--- config.mk ---
export PLATFORM = sky130hd
export DESIGN_NAME = audio_out_buffer
export DESIGN_NICKNAME = d
export VERILOG_FILES = /design/src/rtl/audio_pkg.sv /design/src/rtl/audio_fifo_mem.sv /design/src/rtl/audio_out_buffer.sv
export SDC_FILE = /design/constraint.sdc
export NUM_CORES = 1
export LEC_CHECK = 0
export ABC_AREA = 1
export ABC_CLOCK_PERIOD_IN_PS = 3750
export CAP_MARGIN = 20
export CORE_MARGIN = 5
export CORE_UTILIZATION = 40
export DETAILED_ROUTE_END_ITERATION = 6
export PLACE_DENSITY = 0.7
export SLEW_MARGIN = 20
export SYNTH_ARGS = -nofsm -noshare
export SYNTH_HDL_FRONTEND = slang
export SYNTH_SLANG_ARGS = --single-unit
--- constraint.sdc ---
create_clock -name clk -period 3.75 [get_ports clk]
set_input_delay 1.125 -clock clk [delete_from_list [all_inputs] [get_ports clk]]
set_output_delay 1.125 -clock clk [all_outputs]
set_load 0.02 [all_outputs]
--- src/rtl/audio_pkg.sv ---
// Shared sample and buffer-state types for the audio output path.
package audio_pkg;

    typedef logic signed [23:0] sample_t;

    typedef struct packed {
        sample_t left;
        sample_t right;
    } stereo_t;

    typedef enum logic {
        FILL = 1'b0,
        RUN  = 1'b1
    } buf_state_t;

endpackage

--- src/rtl/audio_fifo_mem.sv ---
// DEPTH x stereo pair register file: synchronous write, combinational show-ahead read.
module audio_fifo_mem
    import audio_pkg::*;
#(
    parameter int DEPTH = 8,
    parameter int AW    = $clog2(DEPTH)
) (
    input  logic          clk,
    input  logic          wr_en,
    input  logic [AW-1:0] wr_ptr,
    input  stereo_t       wr_dat,
    input  logic [AW-1:0] rd_ptr,
    output stereo_t       rd_dat
);

    stereo_t mem_q [DEPTH];

    always_ff @(posedge clk) begin
        if (wr_en) begin
            mem_q[wr_ptr] <= wr_dat;
        end
    end

    assign rd_dat = mem_q[rd_ptr];

endmodule

--- src/rtl/audio_out_buffer.sv ---
// Stereo FIFO to the codec with a prefill gate; pushes land at the head one edge later,
// full FIFO drops pushes (flagged/counted), draining to empty while running counts an underrun.
module audio_out_buffer
    import audio_pkg::*;
#(
    parameter int DEPTH  = 8,
    parameter int THRESH = 4,
    parameter int CNT_W  = 16
) (
    input  logic                   clk,
    input  logic                   reset,
    input  logic                   in_valid,
    input  logic [23:0]            in_left,
    input  logic [23:0]            in_right,
    output logic                   in_ready,
    input  logic                   write_ready,
    output logic                   write,
    output logic [23:0]            out_left,
    output logic [23:0]            out_right,
    output logic [$clog2(DEPTH):0] level,
    output logic                   overflow,
    output logic                   underrun,
    output logic [CNT_W-1:0]       drop_count,
    output logic [CNT_W-1:0]       underrun_count
);

    localparam int AW = $clog2(DEPTH);
    localparam int LW = AW + 1;

    logic [AW-1:0]    wr_ptr_q, wr_ptr_d, rd_ptr_q, rd_ptr_d;
    logic [LW-1:0]    level_q, level_d;
    buf_state_t       state_q, state_d;
    logic             overflow_q, overflow_d, underrun_q, underrun_d;
    logic [CNT_W-1:0] drop_count_q, drop_count_d, underrun_count_q, underrun_count_d;

    logic    push, drop, pop, underrun_ev, empty;
    stereo_t wr_dat, head;

    // Acceptance looks only at the registered level, so a same-cycle pop never frees a slot.
    assign empty       = (level_q == '0);
    assign push        = in_valid && (level_q < LW'(DEPTH));
    assign drop        = in_valid && !push;
    assign pop         = (state_q == RUN) && write_ready && !empty;
    assign underrun_ev = (state_q == RUN) && write_ready && empty;

    assign wr_dat = '{left: sample_t'(in_left), right: sample_t'(in_right)};

    audio_fifo_mem #(.DEPTH(DEPTH), .AW(AW)) u_mem (
        .clk    (clk),
        .wr_en  (push),
        .wr_ptr (wr_ptr_q),
        .wr_dat (wr_dat),
        .rd_ptr (rd_ptr_q),
        .rd_dat (head)
    );

    always_comb begin
        wr_ptr_d         = wr_ptr_q;
        rd_ptr_d         = rd_ptr_q;
        level_d          = level_q;
        state_d          = state_q;
        overflow_d       = overflow_q;
        underrun_d       = underrun_q;
        drop_count_d     = drop_count_q;
        underrun_count_d = underrun_count_q;

        if (push) begin
            wr_ptr_d = wr_ptr_q + AW'(1);
        end
        if (pop) begin
            rd_ptr_d = rd_ptr_q + AW'(1);
        end
        level_d = level_q + LW'(push) - LW'(pop);

        if (drop) begin
            overflow_d = 1'b1;
            if (drop_count_q != '1) begin
                drop_count_d = drop_count_q + CNT_W'(1);
            end
        end

        case (state_q)
            FILL: begin
                if (level_q >= LW'(THRESH)) begin
                    state_d = RUN;
                end
            end
            RUN: begin
                // Leaving RUN on the event makes the count once-per-underrun.
                if (underrun_ev) begin
                    state_d    = FILL;
                    underrun_d = 1'b1;
                    if (underrun_count_q != '1) begin
                        underrun_count_d = underrun_count_q + CNT_W'(1);
                    end
                end
            end
            default: state_d = FILL;
        endcase
    end

    always_ff @(posedge clk) begin
        if (reset) begin
            wr_ptr_q         <= '0;
            rd_ptr_q         <= '0;
            level_q          <= '0;
            state_q          <= FILL;
            overflow_q       <= 1'b0;
            underrun_q       <= 1'b0;
            drop_count_q     <= '0;
            underrun_count_q <= '0;
        end else begin
            wr_ptr_q         <= wr_ptr_d;
            rd_ptr_q         <= rd_ptr_d;
            level_q          <= level_d;
            state_q          <= state_d;
            overflow_q       <= overflow_d;
            underrun_q       <= underrun_d;
            drop_count_q     <= drop_count_d;
            underrun_count_q <= underrun_count_d;
        end
    end

    assign in_ready       = (level_q < LW'(DEPTH));
    assign write          = pop;
    assign out_left       = empty ? '0 : head.left;
    assign out_right      = empty ? '0 : head.right;
    assign level          = level_q;
    assign overflow       = overflow_q;
    assign underrun       = underrun_q;
    assign drop_count     = drop_count_q;
    assign underrun_count = underrun_count_q;

endmodule

==> Flow_metrics.wiki, run 1 <==
{| class="wikitable"
! Metric !! Value
|-
| Status || complete, no violations
|-
| Placed cell count || 2198
|-
| Crit-path max cell delay || 620 ps
|-
| Overall routing resource usage || 16.8%
|-
| Area of the core || 43300 sq um
|-
| Portion of the post-synthesis area used by sequential elements || 71.1%
|-
| Final slew viol count || 0
|-
| Number of distinct standard cells referenced by the synthesized netlist || 31
|-
| Type of the worst min-delay path || flip-flop to flip-flop
|-
| Buffers from clock root to sink, at most || 3
|-
| Setup repair after global routing missed its margin || no
|-
| Worst IR Drop VDD || 892 uV
|-
| Final Setup Violations || 0
|-
| Vias || 11900
|-
| First-pass iteration count of the detailed router || 7
|-
| Die Ht || 220 microns
|-
| Boundary Pins || 140
|-
| Cell count after synthesis || 1531
|-
| Number of maximum-capacitance constraint violations || 0
|-
| Clk sink count || 432
|-
| Clk_lat worst skew || 570 ps
|-
| Detailed Route Iter0 Violations || 989
|-
| Count of port buffers added during placement || 139
|-
| Crit. End Element || output pin
|-
| Crit path DAT || 2520 ps
|-
| Average detailed-routed wire length per instance || 18.0 microns
|-
| Remaining number of nets flagged by the antenna check after routing || 0
|-
| Clock slew seen by the registers of the worst setup and hold paths || 50 ps
|-
| LEAKAGE || 7.54 nW
|-
| Clock root cell || sky130_fd_sc_hd__clkbuf_16
|-
| Critical R2R Launch || level[3]$_SDFF_PP0_
|-
| Fmax || 274 MHz
|-
| Reg2Reg Capture Point || level[3]$_SDFF_PP0_
|-
| Compound-gate portion of the synthesized area || 10.3%
|-
| Number of synthesized register bits || 432
|-
| Vias/cell || 5.21
|-
| Die X-Extent || 220 microns
|-
| Global placer's final weighted congestion || 0.796
|-
| Category of the critical setup timing path || flip-flop to output pin
|-
| Std cell rows || 76
|-
| Min cycle time layout || 3650 ps
|-
| Fin cells || 2291
|-
| Share of cell area taken by muxes after synthesis || 0%
|-
| Worst hold margin || 462 ps
|-
| Largest net degree at the start of global routing || 76
|-
| Ratio of cells with drive above 1 in the final layout || 7.05%
|-
| Initial core utilization || 40.6%
|-
| Critical-path maximum fanout || 44
|-
| Bufs and invs on worst path || 4
|-
| Beginning of the worst hold path || rd_ptr_q[2]$_SDFFE_PP0P_
|-
| H-tree lvl count || 2
|-
| Total of fill cells in the finished design || 3722
|-
| Main combinational cell family by area after synthesis || simple AND/OR/NAND/NOR gates
|-
| Initial antenna violation count || 8
|-
| Cell count along the critical path || 8
|-
| Combined area of all synthesized cells || 17600 sq um
|-
| Kind of launch point of the worst setup path || flip-flop
|-
| Slew margin rel. || 42.6%
|-
| Synthesized-area fraction occupied by xor and xnor cells || 0.0498%
|-
| Wire length of the first global-routing pass || 63900 microns
|-
| Power per unit of standard cell area || 624 nW/um^2
|-
| Clock tree skew after final layout || 11.8 ps
|-
| Die Area || 48200 sq um
|-
| Worst-path cell with the longest stage delay || sky130_fd_sc_hd__clkdlybuf4s50_1
|-
| Adder-cell share of the synthesized area || 0.683%
|-
| Hold Vio Cnt, Final || 0
|-
| Syn_nets || 1592
|-
| Worst reg-to-reg setup slack || 1160 ps
|-
| Average size of a mapped cell || 11.5 sq um
|-
| Worst setup path end || out_left[11]
|-
| Count of hold buffers inserted by post-cts repair || 0
|-
| Family of cells with the greatest summed delay on the critical path || buffers and inverters
|-
| Worst Max-Slew Pin Slew || 858 ps
|-
| Number of cells traversed by the worst register-to-register path || 15
|-
| Clock tree from TritonCTS || done
|-
| GRT Residual Overflow || 0
|-
| Dominant cell type by count on the critical path || sky130_fd_sc_hd__nor2_1
|-
| Synthesis Warnings || 0
|-
| Portion of the clock cycle consumed by the worst path in the final layout || 97.3%
|-
| Main area contributors after synthesis || sky130_fd_sc_hd__edfxtp_1 (66%), sky130_fd_sc_hd__nor2_1 (9.4%), sky130_fd_sc_hd__dfxtp_1 (5.5%)
|-
| Post-Synth Simple-Gate Area || 14.2%
|-
| Detailed-route DRC error count || 0
|-
| Number of global-route vias before repair || 11700
|-
| Chain of cells forming the critical path || buf_6 > inv_6 > buf_12 > o21ai_0 > o22ai_1 > nor2_1 > nor2_1 > clkdlybuf4s50_1
|-
| Layout-stage area growth over the synthesis result || 21.2%
|-
| Post-detailed-placement half-perimeter wirelength || 21400 microns
|-
| Library cell occupying the most area in the post-synthesis netlist || sky130_fd_sc_hd__edfxtp_1
|-
| Final layout net count || 1728
|-
| Top cell type's share of synthesized area || 65.6%
|-
| WL final || 41200 microns
|-
| Number of buffers inserted during clock tree synthesis || 46
|-
| Required time worst endpoint || 2620 ps
|}
==> flip-flops by register name, indices dropped and copies added (netlist names), named ones only <==
signal          count
underrun_count     16
state_q             1
rd_ptr_q            3
drop_count         16
wr_ptr_q            3
overflow            1
level               4
u_mem.mem_q       384
underrun            1
==> area by class of cell <==
type                            instances  area [sq um]  share of cell area, %
Antenna cell                            3          7.51                 0.0352
Clock buffer                           64          1220                   5.72
Clock inverter                         20           196                  0.922
Inverter                               42           163                  0.763
Multi-Input combinational cell        970          4490                   21.1
Sequential cell                       432         12500                   58.7
Tap cell                              585           732                   3.44
Timing Repair Buffer                  175          1990                   9.36
==> metal layers <==
metal,GRT usage [%],part of all wire (%),vias to the layer above
li1,-,-,5668
met1,22.7,43,5746
met2,26.5,46,406
met3,4.12,7.4,100
met4,6.51,3.2,10
met5,0,0.17,-
==> worst reg2reg max path: cells and delay by family (launching register included) <==
kind | cells | cell delay (ps)
and+or+nand+nor | 8 | 700
buffers and inverters | 4 | 640
adders and majority gates | 2 | 490
DFF | 1 | 350
AOI/OAI and AO/OA | 1 | 320
==> stage by stage <==
stage	utilization (%)	total power [mW]	setup slack [ps]	instance area [sq um]	setup TNS [ps]
finish	49.2	13.3	100	21300	0
global route	49.2	13.9	1.22	21300	0
CTS	49.1	13.5	4.14	21200	0
detailed placement	45.6	9.17	145	19700	0
global placement	45.6	9.10	129	19700	0
floorplan	-	7.66	-191	17600	-36650
==> worst min path at each step <==
stage / slack [ps] / to / depth (start not counted)
after global placement: 450 / flip-flop / 2
final: 460 / flip-flop / 2
after floorplan: 440 / flip-flop / 2
after detailed placement: 460 / flip-flop / 2
after global routing: 510 / flip-flop / 1
after CTS: 470 / flip-flop / 2
==> repair_timing <==
| item | CTS | global route |
|---|---|---|
| setup endpoints to repair | 48 | 28 |
| setup buffers | 6 | 0 |
| resized for setup | 9 | 27 |
| pin swaps | 0 | 0 |
==> cell usage in the layout, fill, tap and decap left out, types with 7 or more instances in the layout <==
cell type	count
sky130_fd_sc_hd__buf_4	12
sky130_fd_sc_hd__o21ai_0	155
sky130_fd_sc_hd__nand3_1	38
sky130_fd_sc_hd__buf_12	20
sky130_fd_sc_hd__dlygate4sd2_1	9
sky130_fd_sc_hd__o211ai_1	49
sky130_fd_sc_hd__o21ai_1	41
sky130_fd_sc_hd__clkbuf_1	18
sky130_fd_sc_hd__clkinv_2	7
sky130_fd_sc_hd__nor2_4	9
sky130_fd_sc_hd__dfxtp_1	45
sky130_fd_sc_hd__edfxtp_1	384
sky130_fd_sc_hd__clkdlybuf4s50_1	105
sky130_fd_sc_hd__ha_1	8
sky130_fd_sc_hd__clkbuf_16	46
sky130_fd_sc_hd__inv_1	40
sky130_fd_sc_hd__nand2_1	147
sky130_fd_sc_hd__o22ai_1	48
sky130_fd_sc_hd__dlymetal6s2s_1	25
sky130_fd_sc_hd__nor2_1	432
sky130_fd_sc_hd__a21oi_1	29
==> cell usage after synthesis <==
cell / number
sky130_fd_sc_hd__nand3b_2: 1
sky130_fd_sc_hd__buf_1: 6
sky130_fd_sc_hd__buf_4: 11
sky130_fd_sc_hd__edfxtp_1: 384
sky130_fd_sc_hd__buf_8: 2
sky130_fd_sc_hd__dfxtp_1: 48
sky130_fd_sc_hd__a21oi_1: 29
sky130_fd_sc_hd__inv_1: 40
sky130_fd_sc_hd__o21ai_1: 41
sky130_fd_sc_hd__a211oi_1: 1
sky130_fd_sc_hd__o22ai_1: 48
sky130_fd_sc_hd__fa_1: 1
sky130_fd_sc_hd__o21a_1: 1
sky130_fd_sc_hd__nand4_4: 1
sky130_fd_sc_hd__nand3b_1: 1
sky130_fd_sc_hd__inv_2: 2
sky130_fd_sc_hd__xor2_1: 1
sky130_fd_sc_hd__buf_6: 9
sky130_fd_sc_hd__nand3_1: 38
sky130_fd_sc_hd__nor2_1: 440
sky130_fd_sc_hd__nand4_1: 1
sky130_fd_sc_hd__nor2_4: 1
sky130_fd_sc_hd__clkbuf_1: 27
sky130_fd_sc_hd__o211ai_1: 49
sky130_fd_sc_hd__nand2_1: 148
sky130_fd_sc_hd__ha_1: 8
sky130_fd_sc_hd__nor2_2: 4
sky130_fd_sc_hd__o21ai_0: 155
sky130_fd_sc_hd__nand3_2: 1
sky130_fd_sc_hd__buf_2: 23
sky130_fd_sc_hd__clkbuf_2: 9
==> logic make-up after synthesis <==
kind of cell / count (synthesis)
simple gates: 636
flops: 432
fa+ha+maj: 9
buf+inv: 129
compound gates: 324
xor+xnor: 1
==> power by group <==
| part | internal, mW | switching, mW | leakage, nW | total [mW] |
|---|---|---|---|---|
| Sequential | 5.51 | 0.0880 | 3.87 | 5.60 |
| Clock | 2.48 | 1.79 | 0.681 | 4.27 |
| Combinational | 1.26 | 2.18 | 2.99 | 3.43 |
(Power assumes the default switching activity.)
==> run 2: changes to the inputs <==
- GPL_TIMING_DRIVEN: not set -> 0
==> run 2 against run 1 <==
  * Utilization is 0.83 points higher
  * Non-clock buffer count is 68 higher
  * Critical path type unchanged
  * Clock skew grew 6.9 ps
  * Critical path depth fell by 1
  * Cell count up 3.0%
  * Worst setup slack worse by 3.9 ps
  * Count of clock-buffer cells in the layout down 5
  * Sequential cell count did not move
  * Combinational power increased by 1%
  * First-iteration DRC count increased by 20%
  * Largest cell class unchanged
  * Clock power is 4% higher
  * Sequential share of layout area down 1.0 points
==> Flow_metrics.wiki, run 2 (synthesized netlist as in run 1, its figures left out) <==
{| class="wikitable"
! Metric !! Value
|-
| Die Ht || 220 microns (unchanged)
|-
| Fmax || 274 MHz (-0.11%)
|-
| Initial antenna violation count || 7 (-1)
|-
| Leading cell type in the layout, fill and taps excluded || sky130_fd_sc_hd__nor2_1
|-
| Count of port buffers added during placement || 139 (unchanged)
|-
| Number of buffers inserted during clock tree synthesis || 45 (-2.2%)
|-
| Clk_lat worst skew || 560 ps (about the same)
|-
| Critical-path maximum fanout || 10 (-77%)
|-
| Number of maximum-capacitance constraint violations || 0 (unchanged)
|-
| Crit path DAT || 2530 ps (about the same)
|-
| Area of the core || 43300 sq um (unchanged)
|-
| Fin cells || 2360 (+3.0%)
|-
| Min cycle time layout || 3650 ps (+3.88 ps)
|-
| Clock tree skew after final layout || 18.7 ps (+6.91 ps)
|-
| Worst IR Drop VDD || 325 uV (-64%)
|-
| Power per unit of standard cell area || 623 nW/um^2 (-0.25%)
|-
| Final layout net count || 1795 (+3.9%)
|-
| Crit. End Element || output pin
|-
| Type of the worst min-delay path || flip-flop to flip-flop
|-
| Wire length of the first global-routing pass || 69600 microns (+8.9%)
|-
| Buffers from clock root to sink, at most || 3 (unchanged)
|-
| Slew margin rel. || 53.2% (+11 points)
|-
| Remaining number of nets flagged by the antenna check after routing || 0 (unchanged)
|-
| Clk sink count || 432 (unchanged)
|-
| Detailed-route DRC error count || 0 (unchanged)
|-
| Post-detailed-placement half-perimeter wirelength || 29900 microns (+40%)
|-
| Clock root cell || sky130_fd_sc_hd__clkbuf_16
|-
| Overall routing resource usage || 18.6% (+1.7 points)
|-
| Count of hold buffers inserted by post-cts repair || 0 (unchanged)
|-
| Vias/cell || 5.23 (+0.49%)
|-
| Clock slew seen by the registers of the worst setup and hold paths || 60 ps (about the same)
|-
| Category of the critical setup timing path || flip-flop to output pin
|-
| Number of global-route vias before repair || 12400 (+5.7%)
|-
| Largest net degree at the start of global routing || 23 (-70%)
|-
| Hold Vio Cnt, Final || 0 (unchanged)
|-
| Kind of launch point of the worst setup path || flip-flop
|-
| Die Area || 48200 sq um (unchanged)
|-
| Setup repair after global routing missed its margin || no
|-
| Placed cell count || 2272 (+3.4%)
|-
| Commonest cells after routing, fill and taps aside || sky130_fd_sc_hd__nor2_1 (430), sky130_fd_sc_hd__edfxtp_1 (384), sky130_fd_sc_hd__o21ai_0 (155)
|-
| LEAKAGE || 7.62 nW (+1.1%)
|-
| Final Setup Violations || 0 (unchanged)
|-
| Detailed Route Iter0 Violations || 1187 (+20%)
|-
| Boundary Pins || 140 (unchanged)
|-
| Largest register FFs || 384 (unchanged)
|-
| Setup repair bufs after CTS || 0 (-6)
|-
| Ratio of cells with drive above 1 in the final layout || 10.3% (+3.2 points)
|-
| Portion of the clock cycle consumed by the worst path in the final layout || 97.4% (+0.10 points)
|-
| Clock tree from TritonCTS || done
|-
| Worst Max-Slew Pin Slew || 701 ps (-157 ps)
|-
| Final slew viol count || 0 (unchanged)
|-
| Vias || 12400 (+3.5%)
|-
| First-pass iteration count of the detailed router || 5 (-2)
|-
| Total of fill cells in the finished design || 3749 (+0.73%)
|-
| Die X-Extent || 220 microns (unchanged)
|-
| Status || complete, no violations
|-
| WL final || 45200 microns (+9.7%)
|-
| H-tree lvl count || 2 (unchanged)
|-
| Average detailed-routed wire length per instance || 19.2 microns (+6.5%)
|-
| GRT Residual Overflow || 0 (unchanged)
|-
| Initial core utilization || 40.6% (unchanged)
|-
| Std cell rows || 76 (unchanged)
|-
| Biggest register || u_mem.mem_q
|-
| Global placer's final weighted congestion || 0.836 (+5.0%)
|-
| Layout-stage area growth over the synthesis result || 23.3%
|-
| Setup TNS || 0 ps (unchanged)
|-
| Required time worst endpoint || 2620 ps (about the same)
|}
## run 2: cell types whose count changed in the layout (fill, tap and decap cells not counted), moves of 6 or more
cell | previous run | this run
sky130_fd_sc_hd__clkdlybuf4s50_1 | 105 | 90
sky130_fd_sc_hd__dlymetal6s2s_1 | 25 | 0
sky130_fd_sc_hd__buf_12 | 20 | 5
sky130_fd_sc_hd__buf_2 | 0 | 22
sky130_fd_sc_hd__buf_4 | 12 | 18
sky130_fd_sc_hd__buf_6 | 3 | 9
sky130_fd_sc_hd__buf_16 | 1 | 11
sky130_fd_sc_hd__clkbuf_2 | 0 | 26
sky130_fd_sc_hd__dlygate4sd2_1 | 9 | 43
## run 2: repair_timing
item / in CTS / in global routing
gates resized for setup: 80 / 14
gates cloned: 0 / 0
endpoints found under the setup margin: 49 / 9
## run 2: per-stage QoR
step	cell area [sq um]	hold slack (ps)	setup slack, ps	total power [mW]	util [%]
after CTS	21600	479	37.4	13.6	50.0
final	21700	475	96.3	13.5	50.1
after floorplan	17600	444	-191	7.66	-
after detailed placement	20200	460	-92.6	9.37	46.6
after global placement	19700	454	-2580	9.26	45.6
after global routing	21700	491	3.66	14.1	50.1
## run 2: metal layers
layer  GRT usage, %  wire length, microns
met5              0                    63
met4           5.18                  1020
met3           5.55                  4590
met2           31.5                 21800
met1           23.2                 17700
## run 2: layout make-up
class	count	area, sq um	area share [%]
Multi-Input combinational cell	970	4500	20.8
Clock buffer	59	1200	5.54
Clock inverter	25	282	1.30
Sequential cell	432	12500	57.7
Timing Repair Buffer	156	1750	8.06
Buffer	87	549	2.54
Inverter	42	158	0.728
Tap cell	585	732	3.38
Antenna cell	4	10.0	0.0462
## run 2: path summary, 6_finish.rpt
path                         startpoint                           end  slack, ps  cells after the start
setup / recovery              flip-flop                  out_left[16]        100                      7
hold / removal    underrun$_SDFFE_PP0P_         underrun$_SDFFE_PP0P_        480                      1
setup reg to reg    level[3]$_SDFF_PP0_  u_mem.mem_q[4][39]$_DFFE_PP_       1370                      8
hold reg to reg   underrun$_SDFFE_PP0P_         underrun$_SDFFE_PP0P_        480                      1
## run 2: worst max-delay path, stage by stage, from the launching register on
cell	delay, ps
sky130_fd_sc_hd__dfxtp_1	370
sky130_fd_sc_hd__inv_2	100
sky130_fd_sc_hd__clkbuf_1	490
sky130_fd_sc_hd__o21ai_0	210
sky130_fd_sc_hd__o211ai_1	120
sky130_fd_sc_hd__nand2_1	70
sky130_fd_sc_hd__nor2_1	240
sky130_fd_sc_hd__clkdlybuf4s15_1	360
## run 2: power breakdown
group	switching (mW)	internal, mW
registers	0.0822	5.51
logic	2.32	1.15
clock network	1.81	2.62
